`config.mk`:
```
export PLATFORM = sky130hd
export DESIGN_NAME = count_check
export DESIGN_NICKNAME = d
export VERILOG_FILES = /design/src/rtl/count_pkg.sv /design/src/rtl/sat_counter.sv /design/src/rtl/count_check.sv
export SDC_FILE = /design/constraint.sdc
export NUM_CORES = 1
export LEC_CHECK = 0
export BUFFER_PORTS_ARGS = -buffer_cell sky130_fd_sc_hd__buf_2
export CAP_MARGIN = 20
export CORE_AREA = 2 2 65 79
export DETAILED_ROUTE_END_ITERATION = 6
export DIE_AREA = 0 0 67 81
export SYNTH_ARGS = -nofsm -noshare
export SYNTH_HDL_FRONTEND = slang
export SYNTH_SLANG_ARGS = --single-unit
```
`constraint.sdc`:
```
create_clock -name i_clk -period 2.4 [get_ports i_clk]
set_input_delay 0.24 -clock i_clk [delete_from_list [all_inputs] [get_ports i_clk]]
set_output_delay 0.24 -clock i_clk [all_outputs]
set_load 0.005 [all_outputs]
```
`src/rtl/count_pkg.sv`:
```
// Shared types and helpers for the count_check sequence checker.
package count_pkg;

    localparam int GOOD_W = 4;

    typedef enum logic [1:0] {
        HUNT = 2'd0,
        SYNC = 2'd1,
        LOCK = 2'd2
    } state_t;

    // Increment modulo 2^w, w up to 32.
    function automatic logic [31:0] next_val(
        input logic [31:0] v,
        input int unsigned w
    );
        logic [31:0] mask;
        mask = (w >= 32) ? '1 : ((32'd1 << w) - 32'd1);
        return (v + 32'd1) & mask;
    endfunction

endpackage

```
`src/rtl/sat_counter.sv`:
```
// W-bit event counter; SAT selects saturate-at-max versus wrap-around.
module sat_counter #(
    parameter int W   = 8,
    parameter bit SAT = 1'b1
) (
    input  logic         i_clk,
    input  logic         i_rst,
    input  logic         i_inc,
    output logic [W-1:0] o_count
);

    logic at_max;
    assign at_max = &o_count;

    always_ff @(posedge i_clk or posedge i_rst) begin
        if (i_rst) begin
            o_count <= '0;
        end else if (i_inc && !(SAT && at_max)) begin
            o_count <= o_count + W'(1);
        end
    end

endmodule

```
`src/rtl/count_check.sv`:
```
// Up-counter sequence checker: hunt, sync, lock, flag breaks.
// Optional COUNT_CHECK_STICKY_EN adds o_sticky, set by any o_error pulse.
module count_check
    import count_pkg::*;
#(
    parameter int WIDTH    = 4,
    parameter int ERR_W    = 8,
    parameter int SYNC_LEN = 2
) (
    input  logic             i_clk,
    input  logic             i_rst,
    input  logic             i_enable,
    input  logic [WIDTH-1:0] i_state,
    output logic             o_locked,
    output logic             o_error,
    output logic [ERR_W-1:0] o_err_count,
    output logic [ERR_W-1:0] o_wraps,
    output logic [WIDTH-1:0] o_expected
`ifdef COUNT_CHECK_STICKY_EN
    ,
    output logic             o_sticky
`endif
);

    state_t              fsm_q, fsm_d;
    logic [WIDTH-1:0]    prev_q, prev_d;
    logic [WIDTH-1:0]    exp_val;
    logic [GOOD_W-1:0]   good_q, good_d, good_inc;
    logic                error_q, error_d;
    logic                err_inc, wrap_inc;
    logic                match;

    assign exp_val  = WIDTH'(next_val(32'(prev_q), WIDTH));
    assign match    = (i_state == exp_val);
    assign good_inc = good_q + GOOD_W'(1);

    always_comb begin
        fsm_d    = fsm_q;
        prev_d   = prev_q;
        good_d   = good_q;
        error_d  = 1'b0;
        err_inc  = 1'b0;
        wrap_inc = 1'b0;
        if (i_enable) begin
            prev_d = i_state;
            unique case (fsm_q)
                HUNT: begin
                    good_d = '0;
                    fsm_d  = SYNC;
                end
                SYNC: begin
                    if (match) begin
                        good_d = good_inc;
                        if (good_inc >= GOOD_W'(SYNC_LEN)) fsm_d = LOCK;
                    end else begin
                        good_d = '0;
                    end
                end
                LOCK: begin
                    if (match) begin
                        wrap_inc = &prev_q;
                    end else begin
                        error_d = 1'b1;
                        err_inc = 1'b1;
                        good_d  = '0;
                        fsm_d   = SYNC;
                    end
                end
                default: fsm_d = HUNT;
            endcase
        end
    end

    always_ff @(posedge i_clk or posedge i_rst) begin
        if (i_rst) begin
            fsm_q   <= HUNT;
            prev_q  <= '0;
            good_q  <= '0;
            error_q <= 1'b0;
        end else begin
            fsm_q   <= fsm_d;
            prev_q  <= prev_d;
            good_q  <= good_d;
            error_q <= error_d;
        end
    end

    sat_counter #(.W(ERR_W), .SAT(1'b1)) u_err (
        .i_clk   (i_clk),
        .i_rst   (i_rst),
        .i_inc   (err_inc),
        .o_count (o_err_count)
    );

    sat_counter #(.W(ERR_W), .SAT(1'b0)) u_wrap (
        .i_clk   (i_clk),
        .i_rst   (i_rst),
        .i_inc   (wrap_inc),
        .o_count (o_wraps)
    );

    assign o_locked   = (fsm_q == LOCK);
    assign o_error    = error_q;
    assign o_expected = exp_val;

`ifdef COUNT_CHECK_STICKY_EN
    always_ff @(posedge i_clk or posedge i_rst) begin
        if (i_rst) o_sticky <= 1'b0;
        else if (error_q) o_sticky <= 1'b1;
    end
`endif

endmodule

```
== After elaboration in Yosys (flattened, before gate mapping) ==
Index checks and enable logic that the tools add are counted.
Storage, ports and cells
  bits in registers: 27
  logic and storage cells: 38
Cells by class
  $add $sub $neg: 4
  magnitude comparators: 1
  equal/unequal tests: 6
  mux-type cells: 13
  reductions and logical operators: 8
Operators by type and width (number)
  $add A8 B1 Y8 const B: 2
  $pmux W4 S3: 1
  $add A4 B1 Y4 const B: 2
  $mux W4: 2
  $reduce_and A4 Y1: 2
  $reduce_and A8 Y1: 1
  $mux W1: 6
  $mux W2: 3
  $ne A2 B2 Y1 const B: 3
  $pmux W2 S3: 1
  $eq A4 B4 Y1: 1
  $ge A4 B2 Y1 const B: 1
  $reduce_and A3 Y1: 1
  $reduce_bool A3 Y1: 1
  $eq A2 B1 Y1 const B: 1
  $eq A2 B2 Y1 const B: 1
  $logic_not A2 Y1: 1
  $logic_and A1 B1 Y1: 1
  $logic_not A1 Y1: 1

== Depth between registers and ports, before layout ==
  depth after elaboration: 6
  gate-level depth with buffers: 7

== Hierarchy ==
From an unflattened synthesis, not the netlist that was laid out.
Second synthesis, totals
  cells, all modules: 137
  area, all modules: 1522.7 µm²
By module, submodules not included
  count_check: instances 1, cells an instance 75, area an instance 759.5 µm²
  sat_counter at u_err: instances 1, cells an instance 35, area an instance 417.9 µm²
  sat_counter at u_wrap: instances 1, cells an instance 27, area an instance 345.3 µm²

== Worst setup path before layout ==
Ideal clock, no wire load.
  kind: flip-flop to flip-flop
  start point: reg prev_q[0]
  end point: reg u_wrap.o_count[6]
  library setup time: 0.079 ns
  data arrival time: 1.924 ns
  slack: 0.396 ns
  cell stages (with the launch flop): 8
  clock period less this slack: 2.004 ns
  cells stage by stage: dfrtp_1 > ha_1 > xor2_1 > xor2_1 > or3_4 > buf_6 > nor4_4 > xor2_1
On the way
  longest elaborated chain between the ends: 5
Ends and longest elaborated chain
  from (decl): line count_check.sv:26  | logic [WIDTH-1:0] prev_q, prev_d;
  from (signal assigned): line count_check.sv:82  | prev_q <= prev_d;
  $add A4 B1 Y4: line count_pkg.sv:19  | return (v + 32'd1) & mask;
  net o_expected[2]: line count_check.sv:18  | output logic [WIDTH-1:0] o_expected
  $eq A4 B4 Y1: line count_check.sv:34  | assign match = (i_state == exp_val);
  $mux W1: line count_check.sv:60  | if (match) begin
  $mux W1: line count_check.sv:46  | unique case (fsm_q)
  $mux W1: line count_check.sv:44  | if (i_enable) begin
  to (signal assigned): line sat_counter.sv:19  | o_count <= o_count + W'(1);
  to (decl): line sat_counter.sv:9  | output logic [W-1:0] o_count
The timed path passes the listed nets, and every way through them passes these cells.
A chain may end at the register's enable or synchronous reset.

== Final worst setup path ==
  start point: reg prev_q[0]
  end point: reg u_err.o_count[1]
On the way
  longest elaborated chain between the ends: 6
Ends and longest elaborated chain
  $add A4 B1 Y4: line count_pkg.sv:19
  $eq A4 B4 Y1: line count_check.sv:34
  $mux W1: line count_check.sv:60
  $mux W1: line count_check.sv:46
  $mux W1: line count_check.sv:44
  $logic_and A1 B1 Y1: line sat_counter.sv:18  | end else if (i_inc && !(SAT && at_max)) begin
  to (signal assigned): line sat_counter.sv:19
  to (decl): line sat_counter.sv:9
No other way between the ends.

==> results.yml <==
outcome:
  outcome: "completed"
die:
  core_sq_um: 4760
  fp.dieH_um: 81
  ios: 29
  initial_core_util_pct: 30.1
  rows: 28
  die-width_um: 67
  dieArea_sq_um: 5430
critical_path:
  slowest_stage: "dfrtp_1"
  reg2reg_depth: 6
  worst_setup_path_start_kind: "flip-flop"
  slowest_delay_ps: 430
  worstReg2RegStart: "prev_q[0]"
  crit_chain: "ha_1, xor2_1, xor2_1, or3_4, and3_2, mux2_2"
  crit_fanout: 12
  r2r_slack_ps: 240
  reg2reg_to: "u_err.o_count[1]"
  crit_type: "reg -> reg"
  setup.worst_path.end: "u_err.o_count[1]"
  required_ps: 2560
  crit_path_end_kind: "flip-flop"
  crit_start: "prev_q[0]"
  arrival_ps: 2320
  cp_common_cell: "xor2_1"
global_route:
  antenna_found_initial: 0
  grt_max_degree: 28
  grt_pass1_wl_um: 4970
  grt_pass1_vias: 1095
  overflow: 0
  grtUsageTotal_pct: 11.8
cells_and_area:
  utilization_pct: 35.4
  seqCellArea_sq_um: 676
  stdcell_area_sq_um: 1690
  mostFrequentLayoutCells: "28 x buf_2, 27 x dfrtp_1, 12 x xnor2_1, 11 x nand2_1, 10 x xor2_1"
  layout_commonest_cell: "buf_2"
  fin_nets: 174
  syn2layout_area_growth_pct: 17.5
  multi_input_area_sq_um: 712
  final_layout_size_suffix_gt1_share_pct: 26.7
  fin_cells: 221
  diodes: 0
  fillers: 498
timing:
  period_needed_ps: 2160
  rsz0062_at_grt: "no"
  fin_crit_sh_pct: 89.8
  skew_ps: 1.69
  tightest_slew_ps: 775
  tns_ps: 0
  hold_ws_ps: 15.8
  fmax_ghz: 0.464
  worst_slack_ps: 244
  relSlewSlack_pct: 48.0
  setup_viol: 0
  slew_violations: 0
  hold_viol_final: 0
power:
  cell_internal_pwr_mw: 0.629
  p_leak_nw: 0.848
  comb_power_share_pct: 13.2
  pwr-share-seq_pct: 56.6
  p_sw_mw: 0.228
  pwr-share-clk_pct: 30.2
  power_switching_share_pct: 26.6
  peakVddDrop_mv: 0.249
  power.density_nw_per_um2: 508
  total_power_mw: 0.857
clock_network:
  htree_levels: 1
  clk-insertion-delay-late_ps: 270
  clockBufferDepth: 2
  cts-root-buf: "clkbuf_8"
  clk_pin_slew_ps: 90
  tritoncts: "yes"
  cts_resized: 0
  cts_made_buffers: 3
  ctsHoldBuffers: 0
  cts.sinks: 27
  post_cts_buffers: 0
detailed_routing:
  drc: 0
  routed_wl_um: 2860
  vias: 1080
  vias_per_cell: 4.89
  drt-pass1-iter-count: 4
  drtAntennaViolNets: 0
  first_iter_violations: 42
  wl_per_cell_um: 12.9
placed_design:
  io_buffers: 28
  dp_slack_ps: 146
  place_congestion: 0.815
  dp_cells: 217
  dpl.hpwl_um: 2170
  placed_cell_area_sq_um: 1640
worst_hold_path:
  min_path_type: "in -> async"
logic_synthesis:
  ys_top_cells_by_area: "dfrtp_1 47%, xnor2_1 7.3%, xor2_1 6.1%, ha_1 4.4%, mux2_2 3.9%"
  syn_nets: 143
  synth_cells: 131
  asyncSetResetFlopFracSynth_pct: 100
  syn_area_sq_um: 1440
  avgSynthCellArea_sq_um: 11.0
  yosys_warnings: 0
  yosysTopAreaCell: "dfrtp_1"
  synth_edf_count: 0
  synth_seq_cells: 27
  synth_flop_cell: "dfrtp_1"
  yosysTopAreaCellShare_pct: 47.1
  ys_seq_area_share_pct: 47.1
  ys_types: 33
flow_run:
  drv_cap: 0
==> critical path, delay by kind of cell, from the launching register on <==
| family | cells | cell delay (ps) |
|---|---|---|
| DFF | 1 | 430 |
| muxes | 1 | 330 |
| xor gates and xnor gates | 2 | 530 |
| adders and majority gates | 1 | 240 |
| and+or+nand+nor | 2 | 530 |
==> registers in the layout, summed over array words and instances (netlist names) <==
register        count
o_error             1
good_q              4
u_err.o_count       8
prev_q              4
fsm_q               2
u_wrap.o_count      8
==> power groups by stage <==
stage,clock (mW),sequential (mW),combinational [mW]
after CTS,0.271,0.485,0.116
after global placement,0,0.494,0.113
after global routing,0.289,0.488,0.127
final,0.259,0.485,0.114
after floorplan,0,0.487,0.0880
after detailed placement,0,0.494,0.115
==> per-layer routing <==
layer	wire length (um)	share of wire [%]	track usage, %	up-vias
met1	1290	45	14.4	523
met4	42	1.5	5.71	0
met5	0	0	0	-
li1	-	-	-	532
met2	1440	50	20.3	21
met3	86	3.0	1.52	4
==> cell usage after synthesis, drive strengths merged, types with 2 or more instances <==
cell / n
a221o: 2
a22o: 3
and3: 4
buf: 3
dfrtp: 27
ha: 5
inv: 6
mux2: 5
nand2: 11
nand3: 6
nand4: 7
nor2: 4
nor3: 6
nor4: 3
o21ai: 4
xnor2: 12
xor2: 10
==> logic make-up after synthesis <==
logic type      after synthesis  synth area share, %
simple gates                 46                 19.4
fa+ha+maj                     5                 4.36
compound gates               16                 8.46
xor+xnor                     22                 13.4
buf+inv                      10                 3.31
mux                           5                 3.92
flops                        27                 47.1
==> worst min-delay path by stage <==
| stage | start | to | cells past startpoint |
|---|---|---|---|
| 3_3_place_gp | i_rst | u_err.o_count[0] | 3 |
| 6_report | i_rst | u_err.o_count[2] | 3 |
| 3_5_place_dp | i_rst | u_err.o_count[2] | 3 |
| 5_1_grt | i_rst | u_err.o_count[2] | 3 |
| 4_1_cts | i_rst | u_err.o_count[3] | 3 |
| 2_1_floorplan | i_rst | fsm_q[0] | 1 |
==> cell type report <==
class / count / share of cell area, %
clock buffers: 3 / 2.45
clock inverters: 1 / 0.297
inverters: 6 / 1.34
multi-input cells: 94 / 42.2
flip-flops and latches: 27 / 40.1
well taps: 60 / 4.45
repair buffers: 30 / 9.20
Power figures use the tool's default switching activity.
